[config.mk]
export PLATFORM = sky130hd
export DESIGN_NAME = mc_bus_ctrl_flat
export DESIGN_NICKNAME = d
export VERILOG_FILES = /design/src/rtl/mc_bus_pkg.sv /design/src/rtl/mc_bus_if.sv /design/src/rtl/mc_strobe_sync.sv /design/src/rtl/mc_bus_ctrl.sv /design/src/flat_wrapper.sv
export SDC_FILE = /design/constraint.sdc
export NUM_CORES = 1
export LEC_CHECK = 0
export ABC_CLOCK_PERIOD_IN_PS = 4250
export CAP_MARGIN = 0
export CORE_ASPECT_RATIO = 0.8
export CORE_UTILIZATION = 48
export DETAILED_ROUTE_END_ITERATION = 10
export GPL_ROUTABILITY_DRIVEN = 1
export MAX_ROUTING_LAYER = met4
export PLACE_DENSITY = 0.81
export SLEW_MARGIN = 10
export SYNTH_ARGS = -nofsm -noshare
export SYNTH_HDL_FRONTEND = slang
export SYNTH_SLANG_ARGS = --single-unit
[constraint.sdc]
create_clock -name clk -period 4.25 [get_ports clk]
set_clock_uncertainty 0.2 [all_clocks]
set_input_delay 1.0625 -clock clk [delete_from_list [all_inputs] [get_ports clk]]
set_output_delay 1.0625 -clock clk [all_outputs]
set_load 0.01 [all_outputs]
[src/rtl/mc_bus_pkg.sv]
// mc_bus_pkg: shared widths, register addresses and STATUS bit positions for the MCU bus controller
package mc_bus_pkg;
  localparam int DEF_DATA_WIDTH = 16;
  localparam int DEF_ADD_WIDTH = 6;
  localparam int DEF_SYNC_STAGES = 2;
  localparam logic [7:0] ADR_FIFO = 8'h00;
  localparam logic [7:0] ADR_STATUS = 8'h18;
  localparam logic [7:0] ADR_CFG0 = 8'h19;
  localparam logic [7:0] ADR_CFG1 = 8'h1A;
  localparam logic [7:0] ADR_IRQMASK = 8'h1B;
  localparam int ST_EMPTY = 0;
  localparam int ST_FULL = 1;
  localparam int ST_OVF = 2;
  localparam int ST_UNF = 3;
endpackage

[src/rtl/mc_bus_if.sv]
// mc_bus_if: MCU pin bundle; slave is the controller side, master the MCU side
interface mc_bus_if import mc_bus_pkg::*; #(
  parameter int DW = DEF_DATA_WIDTH,
  parameter int AW = DEF_ADD_WIDTH
);
  logic mc_ce;
  logic mc_we;
  logic mc_oe;
  logic [AW-1:0] mc_add;
  logic [DW-1:0] mc_din;
  logic [DW-1:0] mc_dout;
  logic mc_doe;
  modport slave (input mc_ce, mc_we, mc_oe, mc_add, mc_din, output mc_dout, mc_doe);
  modport master (output mc_ce, mc_we, mc_oe, mc_add, mc_din, input mc_dout, mc_doe);
endinterface

[src/rtl/mc_strobe_sync.sv]
// mc_strobe_sync: synchronizes an active-low strobe (reset to idle-high) and pulses once per falling edge
module mc_strobe_sync #(
  parameter int STAGES = 2
) (
  input  logic clk,
  input  logic rst,
  input  logic strobe_n,
  output logic lvl,
  output logic fall
);
  logic [STAGES-1:0] sync;
  logic [STAGES-1:0] vld;
  logic armed;
  assign lvl = sync[STAGES-1];
  assign fall = armed & ~lvl;
  // armed only once a genuine high is seen after reset, so a strobe held low through reset is ignored
  always_ff @(posedge clk or posedge rst)
    if (rst) begin
      sync <= '1;
      vld <= '0;
      armed <= 1'b0;
    end else begin
      sync <= STAGES'({sync, strobe_n});
      vld <= STAGES'({vld, 1'b1});
      armed <= (vld[STAGES-1] & lvl) ? 1'b1 : fall ? 1'b0 : armed;
    end
endmodule

[src/rtl/mc_bus_ctrl.sv]
// mc_bus_ctrl: async MCU bus to FIFO/register bridge with STATUS, CFG0/1, IRQMASK and a level interrupt
module mc_bus_ctrl import mc_bus_pkg::*; #(
  parameter int MC_DATA_WIDTH = DEF_DATA_WIDTH,
  parameter int MC_ADD_WIDTH = DEF_ADD_WIDTH,
  parameter int SYNC_STAGES = DEF_SYNC_STAGES
) (
  input  logic clk,
  input  logic rst,
  mc_bus_if.slave mc,
  output logic out_wr_en,
  output logic [MC_DATA_WIDTH-1:0] out_wr_data,
  input  logic out_full,
  output logic in_rd_en,
  input  logic [MC_DATA_WIDTH-1:0] in_rd_data,
  input  logic in_empty,
  output logic [MC_DATA_WIDTH-1:0] cfg0,
  output logic [MC_DATA_WIDTH-1:0] cfg1,
  output logic irq0
);
  localparam int DW = MC_DATA_WIDTH;
  localparam int AW = MC_ADD_WIDTH;
  logic we_fall, oe_fall, oe_lvl, ce_lvl;
  logic we_lvl_unused, ce_fall_unused;
  logic wr_stb, rd_stb, push;
  logic at_fifo, at_stat, at_cfg0, at_cfg1, at_mask;
  logic ovf, unf;
  logic [DW-1:0] irqmask, status, rd_val;
  mc_strobe_sync #(.STAGES(SYNC_STAGES)) u_we (.clk(clk), .rst(rst), .strobe_n(mc.mc_we), .lvl(we_lvl_unused), .fall(we_fall));
  mc_strobe_sync #(.STAGES(SYNC_STAGES)) u_oe (.clk(clk), .rst(rst), .strobe_n(mc.mc_oe), .lvl(oe_lvl), .fall(oe_fall));
  mc_strobe_sync #(.STAGES(SYNC_STAGES)) u_ce (.clk(clk), .rst(rst), .strobe_n(mc.mc_ce), .lvl(ce_lvl), .fall(ce_fall_unused));
  assign at_fifo = mc.mc_add == AW'(ADR_FIFO);
  assign at_stat = mc.mc_add == AW'(ADR_STATUS);
  assign at_cfg0 = mc.mc_add == AW'(ADR_CFG0);
  assign at_cfg1 = mc.mc_add == AW'(ADR_CFG1);
  assign at_mask = mc.mc_add == AW'(ADR_IRQMASK);
  // a write strobe in the same cycle swallows the read
  assign wr_stb = we_fall & ~ce_lvl;
  assign rd_stb = oe_fall & ~ce_lvl & ~wr_stb;
  assign push = wr_stb & at_fifo & ~out_full;
  assign in_rd_en = rd_stb & at_fifo & ~in_empty;
  always_comb begin
    status = '0;
    status[ST_EMPTY] = in_empty;
    status[ST_FULL] = out_full;
    status[ST_OVF] = ovf;
    status[ST_UNF] = unf;
    rd_val = at_fifo ? (in_empty ? '0 : in_rd_data) :
             at_stat ? status :
             at_cfg0 ? cfg0 :
             at_cfg1 ? cfg1 :
             at_mask ? irqmask : '0;
  end
  always_ff @(posedge clk or posedge rst)
    if (rst) begin
      out_wr_en <= 1'b0;
      out_wr_data <= '0;
      cfg0 <= '0;
      cfg1 <= '0;
      irqmask <= '0;
      ovf <= 1'b0;
      unf <= 1'b0;
      irq0 <= 1'b0;
      mc.mc_dout <= '0;
      mc.mc_doe <= 1'b0;
    end else begin
      out_wr_en <= push;
      if (push) out_wr_data <= mc.mc_din;
      if (wr_stb & at_cfg0) cfg0 <= mc.mc_din;
      if (wr_stb & at_cfg1) cfg1 <= mc.mc_din;
      if (wr_stb & at_mask) irqmask <= mc.mc_din;
      ovf <= (ovf & ~(wr_stb & at_stat & mc.mc_din[ST_OVF])) | (wr_stb & at_fifo & out_full);
      unf <= (unf & ~(wr_stb & at_stat & mc.mc_din[ST_UNF])) | (rd_stb & at_fifo & in_empty);
      irq0 <= |(irqmask[3:0] & {unf, ovf, out_full, ~in_empty});
      if (rd_stb) mc.mc_dout <= rd_val;
      mc.mc_doe <= rd_stb | (mc.mc_doe & ~oe_lvl & ~ce_lvl);
    end
endmodule

[src/flat_wrapper.sv]
// flat-port wrapper written by rule: the top's interface ports become plain ports
module mc_bus_ctrl_flat import mc_bus_pkg::*;
#(
  parameter int MC_DATA_WIDTH = DEF_DATA_WIDTH,
  parameter int MC_ADD_WIDTH = DEF_ADD_WIDTH,
  parameter int SYNC_STAGES = DEF_SYNC_STAGES
)
  (clk, rst, out_wr_en, out_wr_data, out_full, in_rd_en, in_rd_data, in_empty, cfg0, cfg1, irq0, mc_mc_ce, mc_mc_we, mc_mc_oe, mc_mc_add, mc_mc_din, mc_mc_dout, mc_mc_doe);
  mc_bus_if #(.DW(16), .AW(6)) mc_i ();
  input  logic clk;
  input  logic rst;
  output logic out_wr_en;
  output logic [MC_DATA_WIDTH-1:0] out_wr_data;
  input  logic out_full;
  output logic in_rd_en;
  input  logic [MC_DATA_WIDTH-1:0] in_rd_data;
  input  logic in_empty;
  output logic [MC_DATA_WIDTH-1:0] cfg0;
  output logic [MC_DATA_WIDTH-1:0] cfg1;
  output logic irq0;
  input wire logic [$bits(mc_i.mc_ce)-1:0] mc_mc_ce;
  input wire logic [$bits(mc_i.mc_we)-1:0] mc_mc_we;
  input wire logic [$bits(mc_i.mc_oe)-1:0] mc_mc_oe;
  input wire logic [$bits(mc_i.mc_add)-1:0] mc_mc_add;
  input wire logic [$bits(mc_i.mc_din)-1:0] mc_mc_din;
  output wire logic [$bits(mc_i.mc_dout)-1:0] mc_mc_dout;
  output wire logic [$bits(mc_i.mc_doe)-1:0] mc_mc_doe;
  assign mc_i.mc_ce = mc_mc_ce;
  assign mc_i.mc_we = mc_mc_we;
  assign mc_i.mc_oe = mc_mc_oe;
  assign mc_i.mc_add = mc_mc_add;
  assign mc_i.mc_din = mc_mc_din;
  assign mc_mc_dout = mc_i.mc_dout;
  assign mc_mc_doe = mc_i.mc_doe;
  mc_bus_ctrl #(.MC_DATA_WIDTH(MC_DATA_WIDTH), .MC_ADD_WIDTH(MC_ADD_WIDTH), .SYNC_STAGES(SYNC_STAGES)) u_core (.clk(clk), .rst(rst), .mc(mc_i), .out_wr_en(out_wr_en), .out_wr_data(out_wr_data), .out_full(out_full), .in_rd_en(in_rd_en), .in_rd_data(in_rd_data), .in_empty(in_empty), .cfg0(cfg0), .cfg1(cfg1), .irq0(irq0));
endmodule
==> results.json, run 1 <==
{
  "drt_iter0_markers": 187,
  "insertion_delay_ns": 0.36,
  "worstHoldStart": "u_core.u_we.vld[0]$_DFF_PP0_",
  "rr_endpoint": "u_core.cfg1[9]$_DFFE_PP0P_",
  "finalCriticalPeriod_ns": 4.037,
  "setup_tns_ns": 0,
  "finalWirelength_um": 10650,
  "synth_edf_count": 0,
  "dpl.hpwl_um": 7561,
  "drt-pass1-iter-count": 4,
  "routabilityCongestion": 0.8167,
  "clock-sinks": 95,
  "arrival_ns": 2.77,
  "maxSlewViolCount": 0,
  "post-route-drc-count": 0,
  "slew_headroom_pct": 53.48,
  "setup-violations-final": 0,
  "required_ns": 2.99,
  "diodes": 0,
  "fp.dieH_um": 85.57,
  "cp.buffers_inverters": 2,
  "worst_pin_slew_ns": 0.6952,
  "cts_tree": "built",
  "finalInstanceArea_sq_mm": 0.005673,
  "vias": 3059,
  "layout_worst_path_cycle_share_pct": 94.98,
  "max_cap_violations": 0,
  "grt_usage_pct": 25.96,
  "rows": 30,
  "path_class": "in -> out",
  "gr-usage-met1_pct": 36.00,
  "route.detailed.wl_per_inst_um": 20.02,
  "cts_buffer_depth": 2,
  "synthToLayoutAreaGrowth_pct": 35.38,
  "cp_common_cell": "clkdlybuf4s50_1",
  "synth_nets": 348,
  "outcome": "finished, final reports clean",
  "ir_worst_vdd_mv": 0.2100,
  "holdPathStages": 0,
  "placed_area_sq_mm": 0.005450,
  "busiest_layer": "met2",
  "reg2reg_from": "u_core.u_we.sync[1]$_DFF_PP1_",
  "hold_path.class": "reg -> reg",
  "slowest_stage": "clkdlybuf4s50_1",
  "synth-seq-cells": 95,
  "critical_path.max_fanout": 3,
  "ys_warn_count": 0,
  "cts_resized": 0,
  "ys_async_sr_fraction_pct": 100.0,
  "whs_ns": 0.1588,
  "holdPathEnd": "u_core.u_oe.vld[1]$_DFF_PP0_",
  "gr-usage-met2_pct": 38.43,
  "initial_utilization_pct": 49.40,
  "ctsHtreeMaxLevel": 3,
  "antenna_found_initial": 0,
  "grt_pass1_vias": 3157,
  "ant_nets": 0,
  "cts_made_buffers": 9,
  "grt_overflow_total": 0,
  "yosysSeqAreaShare_pct": 56.91,
  "yosysUniqueCellTypes": 42,
  "power.leakage_nw": 2.504,
  "ff2ff_setup_slack_ns": 1.81,
  "synth_area_sq_mm": 0.004190,
  "max_stage_delay_ns": 0.56,
  "start_kind": "primary input",
  "coreArea_sq_mm": 0.008483,
  "portBuffers": 112,
  "dieArea_sq_mm": 0.009110,
  "clk_pin_slew_ns": 0.08,
  "cts-root-buf": "clkbuf_8",
  "p_per_area_mw_per_mm2": 336.2,
  "cp_top_family": "buffers and inverters",
  "ff2ff_path_depth": 3,
  "path_cells": "clkdlybuf4s50_1 > nor4_4 > nand2_1 > nor3_1 > clkdlybuf4s50_1",
  "routed_via_density": 5.750,
  "grtUsageMet3_pct": 7.067,
  "synthFlopType": "dfrtp_1",
  "rsz0062_at_grt": "false",
  "fmax_mhz": 247.7,
  "avgSynthCellArea_sq_um": 13.83,
  "hold_viol_final": 0,
  "grt_pass1_wl_um": 17180,
  "holdBufCountCts": 0,
  "post_route_cells_drive_above_1_share_pct": 24.52,
  "pin_count": 113,
  "num-nets-final": 460,
  "die_w_um": 106.5,
  "endpoint_kind": "primary output",
  "grt_start_max_net_pins": 49,
  "cts_setup_buffers": 0,
  "synth_cells": 303
}
-- area by class of cell --
class | instances | area, sq um
fillers | 638 | 2810
flip-flops and latches | 95 | 2385
multi-input cells | 184 | 1690
repair buffers | 122 | 1221
clock buffers | 11 | 141.4
well taps | 112 | 140.1
clock inverters | 5 | 81.33
inverters | 3 | 13.76
-- worst max-delay path by stage --
stage	start	end	slack, ns	cells past startpoint
3_3_place_gp	mc_mc_add[5]	in_rd_en	0.25	5
6_report	mc_mc_add[5]	in_rd_en	0.21	5
4_1_cts	mc_mc_add[5]	in_rd_en	0.23	5
3_5_place_dp	mc_mc_add[5]	in_rd_en	0.22	5
5_1_grt	mc_mc_add[5]	in_rd_en	0.14	5
2_1_floorplan	rst	u_core.cfg0[0]$_DFFE_PP0P_	0.52	1
-- synth_stat cells, drive strengths merged, types with 2 or more instances --
cell | n | share of area (%)
dfrtp | 89 | 53
mux2 | 71 | 19
nand4b | 18 | 4.3
buf | 15 | 1.9
a21oi | 14 | 1.7
nand2 | 10 | 0.90
a31oi | 9 | 1.3
o21ai | 8 | 0.96
a22oi | 7 | 1.3
o221ai | 7 | 1.5
clkbuf | 6 | 0.54
dfstp | 6 | 3.8
a211o | 5 | 1.0
mux2i | 5 | 1.2
mux4 | 4 | 2.1
nor2 | 4 | 0.36
inv | 3 | 0.27
nor2b | 2 | 0.30
nor3b | 2 | 0.60
nor4 | 2 | 0.66
o21a | 2 | 0.36
-- power by group --
part	total, mW	switching [mW]	internal (mW)
registers	0.989	0.0351	0.954
logic	0.268	0.118	0.150
clock network	0.650	0.302	0.348
-- cell families after synthesis --
family / share of synthesized area (%)
buf+inv: 2.747
mux: 22.42
compound gates: 8.988
flops: 56.91
simple gates: 8.838
other cells: 0.08949
-- metal layers --
| layer | vias to the layer above | routed length, um |
|---|---|---|
| li1 | 1370 | - |
| met1 | 1561 | 4819 |
| met2 | 119 | 5029 |
| met3 | 9 | 685 |
| met4 | 0 | 115 |
| met5 | - | 0 |
-- sequential cells by signal, summed over array words and instances (netlist names) --
name	count
u_core.u_oe.vld	1
u_core.u_oe.sync	2
u_core.out_wr_data	16
u_core.out_wr_en	1
u_core.u_we.sync	2
u_core.u_oe.armed	1
u_core.u_we.vld	1
u_core.u_ce.sync	2
u_core.cfg1	16
u_core.irq0	1
u_core.ovf	1
u_core.cfg0	16
u_core.mc.mc_dout	16
u_core.irqmask	16
u_core.mc.mc_doe	1
u_core.unf	1
u_core.u_we.armed	1
-- through the flow --
stage | setup slack [ns] | power, mW | cells | utilization [%]
floorplan | 0.5204 | 1.110 | 303 | -
global placement | 0.2518 | 1.268 | 516 | 64.25
detailed placement | 0.2237 | 1.276 | 516 | 64.25
CTS | 0.2270 | 1.920 | 532 | 66.87
global route | 0.1383 | 1.984 | 532 | 66.87
finish | 0.2134 | 1.907 | 532 | 66.87
-- placed cells by master (no fill, tap or decap), types with 2 or more instances in the layout --
master and count:
nor2_1 4, buf_12 2, a22oi_1 7, dfstp_2 6, clkbuf_8 10, inv_1 2, mux2_1 10, dfrtp_1 89
mux4_2 4, o221ai_1 7, a21oi_1 14, a211o_1 5, a31oi_1 9, o21ai_0 8, nand4b_1 16, bufinv_16 2
clkdlybuf4s50_1 112, mux2i_1 5, o21a_1 2, nor2b_1 2, buf_4 8, nor3b_2 2, mux2_2 61, nand2_1 10
(Power assumes the default switching activity.)
==> run 2: changes to the inputs <==
Settings changed: ABC_CLOCK_PERIOD_IN_PS 4250 to default.
==> results of run 2 <==
The final DEF is identical to that of run 1; final timing and power are the same.
==> run 3: changes to the inputs <==
Settings changed: CORE_MARGIN from default to 8.
==> run 3 against run 2 <==
  * Critical path depth unchanged
  * Combinational power grew 2%
  * Core utilization decreased by 0.25 points
  * Sequential cell count stayed put
  * Wire length rose by 7.2%
  * Clock power about the same
  * Non-clock buffer count is 1 lower
  * Register-to-register slack better by 0.02 ns
  * Critical path type unchanged
  * Critical endpoint unchanged
  * Largest cell class unchanged
==> results.json, run 3 (synthesized netlist as in run 1, its figures left out) <==
{
  "grt_usage_pct": 19.88,
  "drt_iter0_markers": 161,
  "power.leakage_nw": 2.494,
  "cts_setup_buffers": 0,
  "p_per_area_mw_per_mm2": 338.5,
  "outcome": "finished, final reports clean",
  "rows": 30,
  "grt_start_max_net_pins": 58,
  "worst_pin_slew_ns": 0.7182,
  "setup-violations-final": 0,
  "layout_worst_path_cycle_share_pct": 96.02,
  "ir_worst_vdd_mv": 0.3986,
  "rsz0062_at_grt": "false",
  "ant_nets": 0,
  "setup_tns_ns": 0,
  "critical_path.max_fanout": 3,
  "num-nets-final": 459,
  "arrival_ns": 2.82,
  "fmax_mhz": 245.0,
  "antenna_found_initial": 0,
  "drt-pass1-iter-count": 4,
  "endpoint_kind": "primary output",
  "cp.buffers_inverters": 2,
  "ff2ff_setup_slack_ns": 1.83,
  "slowest_stage": "clkdlybuf4s50_1",
  "route.detailed.wl_per_inst_um": 21.49,
  "grt_overflow_total": 0,
  "post_route_cells_drive_above_1_share_pct": 24.34,
  "finalWirelength_um": 11410,
  "fp.dieH_um": 99.57,
  "required_ns": 2.99,
  "initial_utilization_pct": 49.40,
  "cts_made_buffers": 9,
  "routabilityCongestion": 0.8298,
  "post-route-drc-count": 0,
  "layout_common_cells": "clkdlybuf4s50_1 (112), dfrtp_1 (89), mux2_2 (61)",
  "pin_count": 113,
  "max_cap_violations": 0,
  "die_w_um": 120.5,
  "whs_ns": 0.1562,
  "path_class": "in -> out",
  "cp_common_cell": "clkdlybuf4s50_1",
  "final_common_cell": "clkdlybuf4s50_1",
  "ctsHtreeMaxLevel": 3,
  "vias": 3052,
  "dieArea_sq_mm": 0.01199,
  "cts_resized": 0,
  "clk_pin_slew_ns": 0.09,
  "dpl.hpwl_um": 8323,
  "hold_viol_final": 0,
  "coreArea_sq_mm": 0.008483,
  "holdBufCountCts": 0,
  "cts-root-buf": "clkbuf_8",
  "finalCriticalPeriod_ns": 4.081,
  "start_kind": "primary input",
  "slew_headroom_pct": 52.12,
  "clock-sinks": 95,
  "portBuffers": 112,
  "grt_pass1_wl_um": 18030,
  "diodes": 0,
  "cts_tree": "built",
  "cts_buffer_depth": 2,
  "routed_via_density": 5.748,
  "fill_cells": 675,
  "insertion_delay_ns": 0.36,
  "hold_path.class": "reg -> reg",
  "path_cells": "clkdlybuf4s50_1 > nor4_4 > nand2_1 > nor3_1 > clkdlybuf4s50_1",
  "synthToLayoutAreaGrowth_pct": 34.88,
  "cp_top_family": "buffers and inverters",
  "maxSlewViolCount": 0,
  "grt_pass1_vias": 3279,
  "max_stage_delay_ns": 0.58
}
[run 3: power by group]
group          switching [mW]  internal [mW]
sequential             0.0315          0.954
clock                   0.317          0.336
combinational           0.125          0.149
[run 3: path summary, 6_finish.rpt]
kind	from	to	depth (start not counted)
max	mc_mc_add[2]	in_rd_en	5
min	u_core.u_we.vld[0]$_DFF_PP0_	u_core.u_oe.vld[1]$_DFF_PP0_	0
max reg2reg	u_core.u_we.sync[1]$_DFF_PP1_	u_core.cfg1[13]$_DFFE_PP0P_	3
min reg2reg	u_core.u_we.vld[0]$_DFF_PP0_	u_core.u_oe.vld[1]$_DFF_PP0_	0
max in group asynchronous	rst	u_core.u_ce.sync[1]$_DFF_PP1_	3
min in group asynchronous	rst	u_core.mc.mc_dout[6]$_DFFE_PP0P_	2
[run 3: cell type report]
class	instances	area, sq um	share of cell area (%)
Tap cell	112	140.1	2.480
Clock inverter	6	93.84	1.660
Sequential cell	95	2385	42.20
Inverter	3	13.76	0.2435
Multi-Input combinational cell	184	1690	29.91
Clock buffer	10	127.6	2.258
Timing Repair Buffer	121	1201	21.25
[run 3: per-stage QoR]
| stage | setup WS [ns] | total power, mW | utilization, % | cells | area, sq um |
|---|---|---|---|---|---|
| final | 0.1690 | 1.913 | 66.62 | 531 | 5652 |
| after global routing | 0.1041 | 1.986 | 66.62 | 531 | 5652 |
| after CTS | 0.1446 | 1.928 | 66.62 | 531 | 5652 |
| after detailed placement | 0.1410 | 1.279 | 64.01 | 515 | 5430 |
| after global placement | 0.1894 | 1.271 | 64.01 | 515 | 5430 |
| after floorplan | 0.5204 | 1.110 | - | 303 | 4190 |
[run 3: layer usage]
| metal | track usage, % | wire length, um | up-vias |
|---|---|---|---|
| li1 | - | - | 1376 |
| met1 | 25.04 | 5048 | 1526 |
| met2 | 29.68 | 5243 | 136 |
| met3 | 7.758 | 971 | 14 |
| met4 | 4.406 | 149 | 0 |
| met5 | - | 0 | - |
[run 3: worst register-to-register path, stage by stage (launching register included)]
cell	delay [ns]
dfstp_2	0.40
nor3b_2	0.54
nand4b_2	0.66
mux2_2	0.51
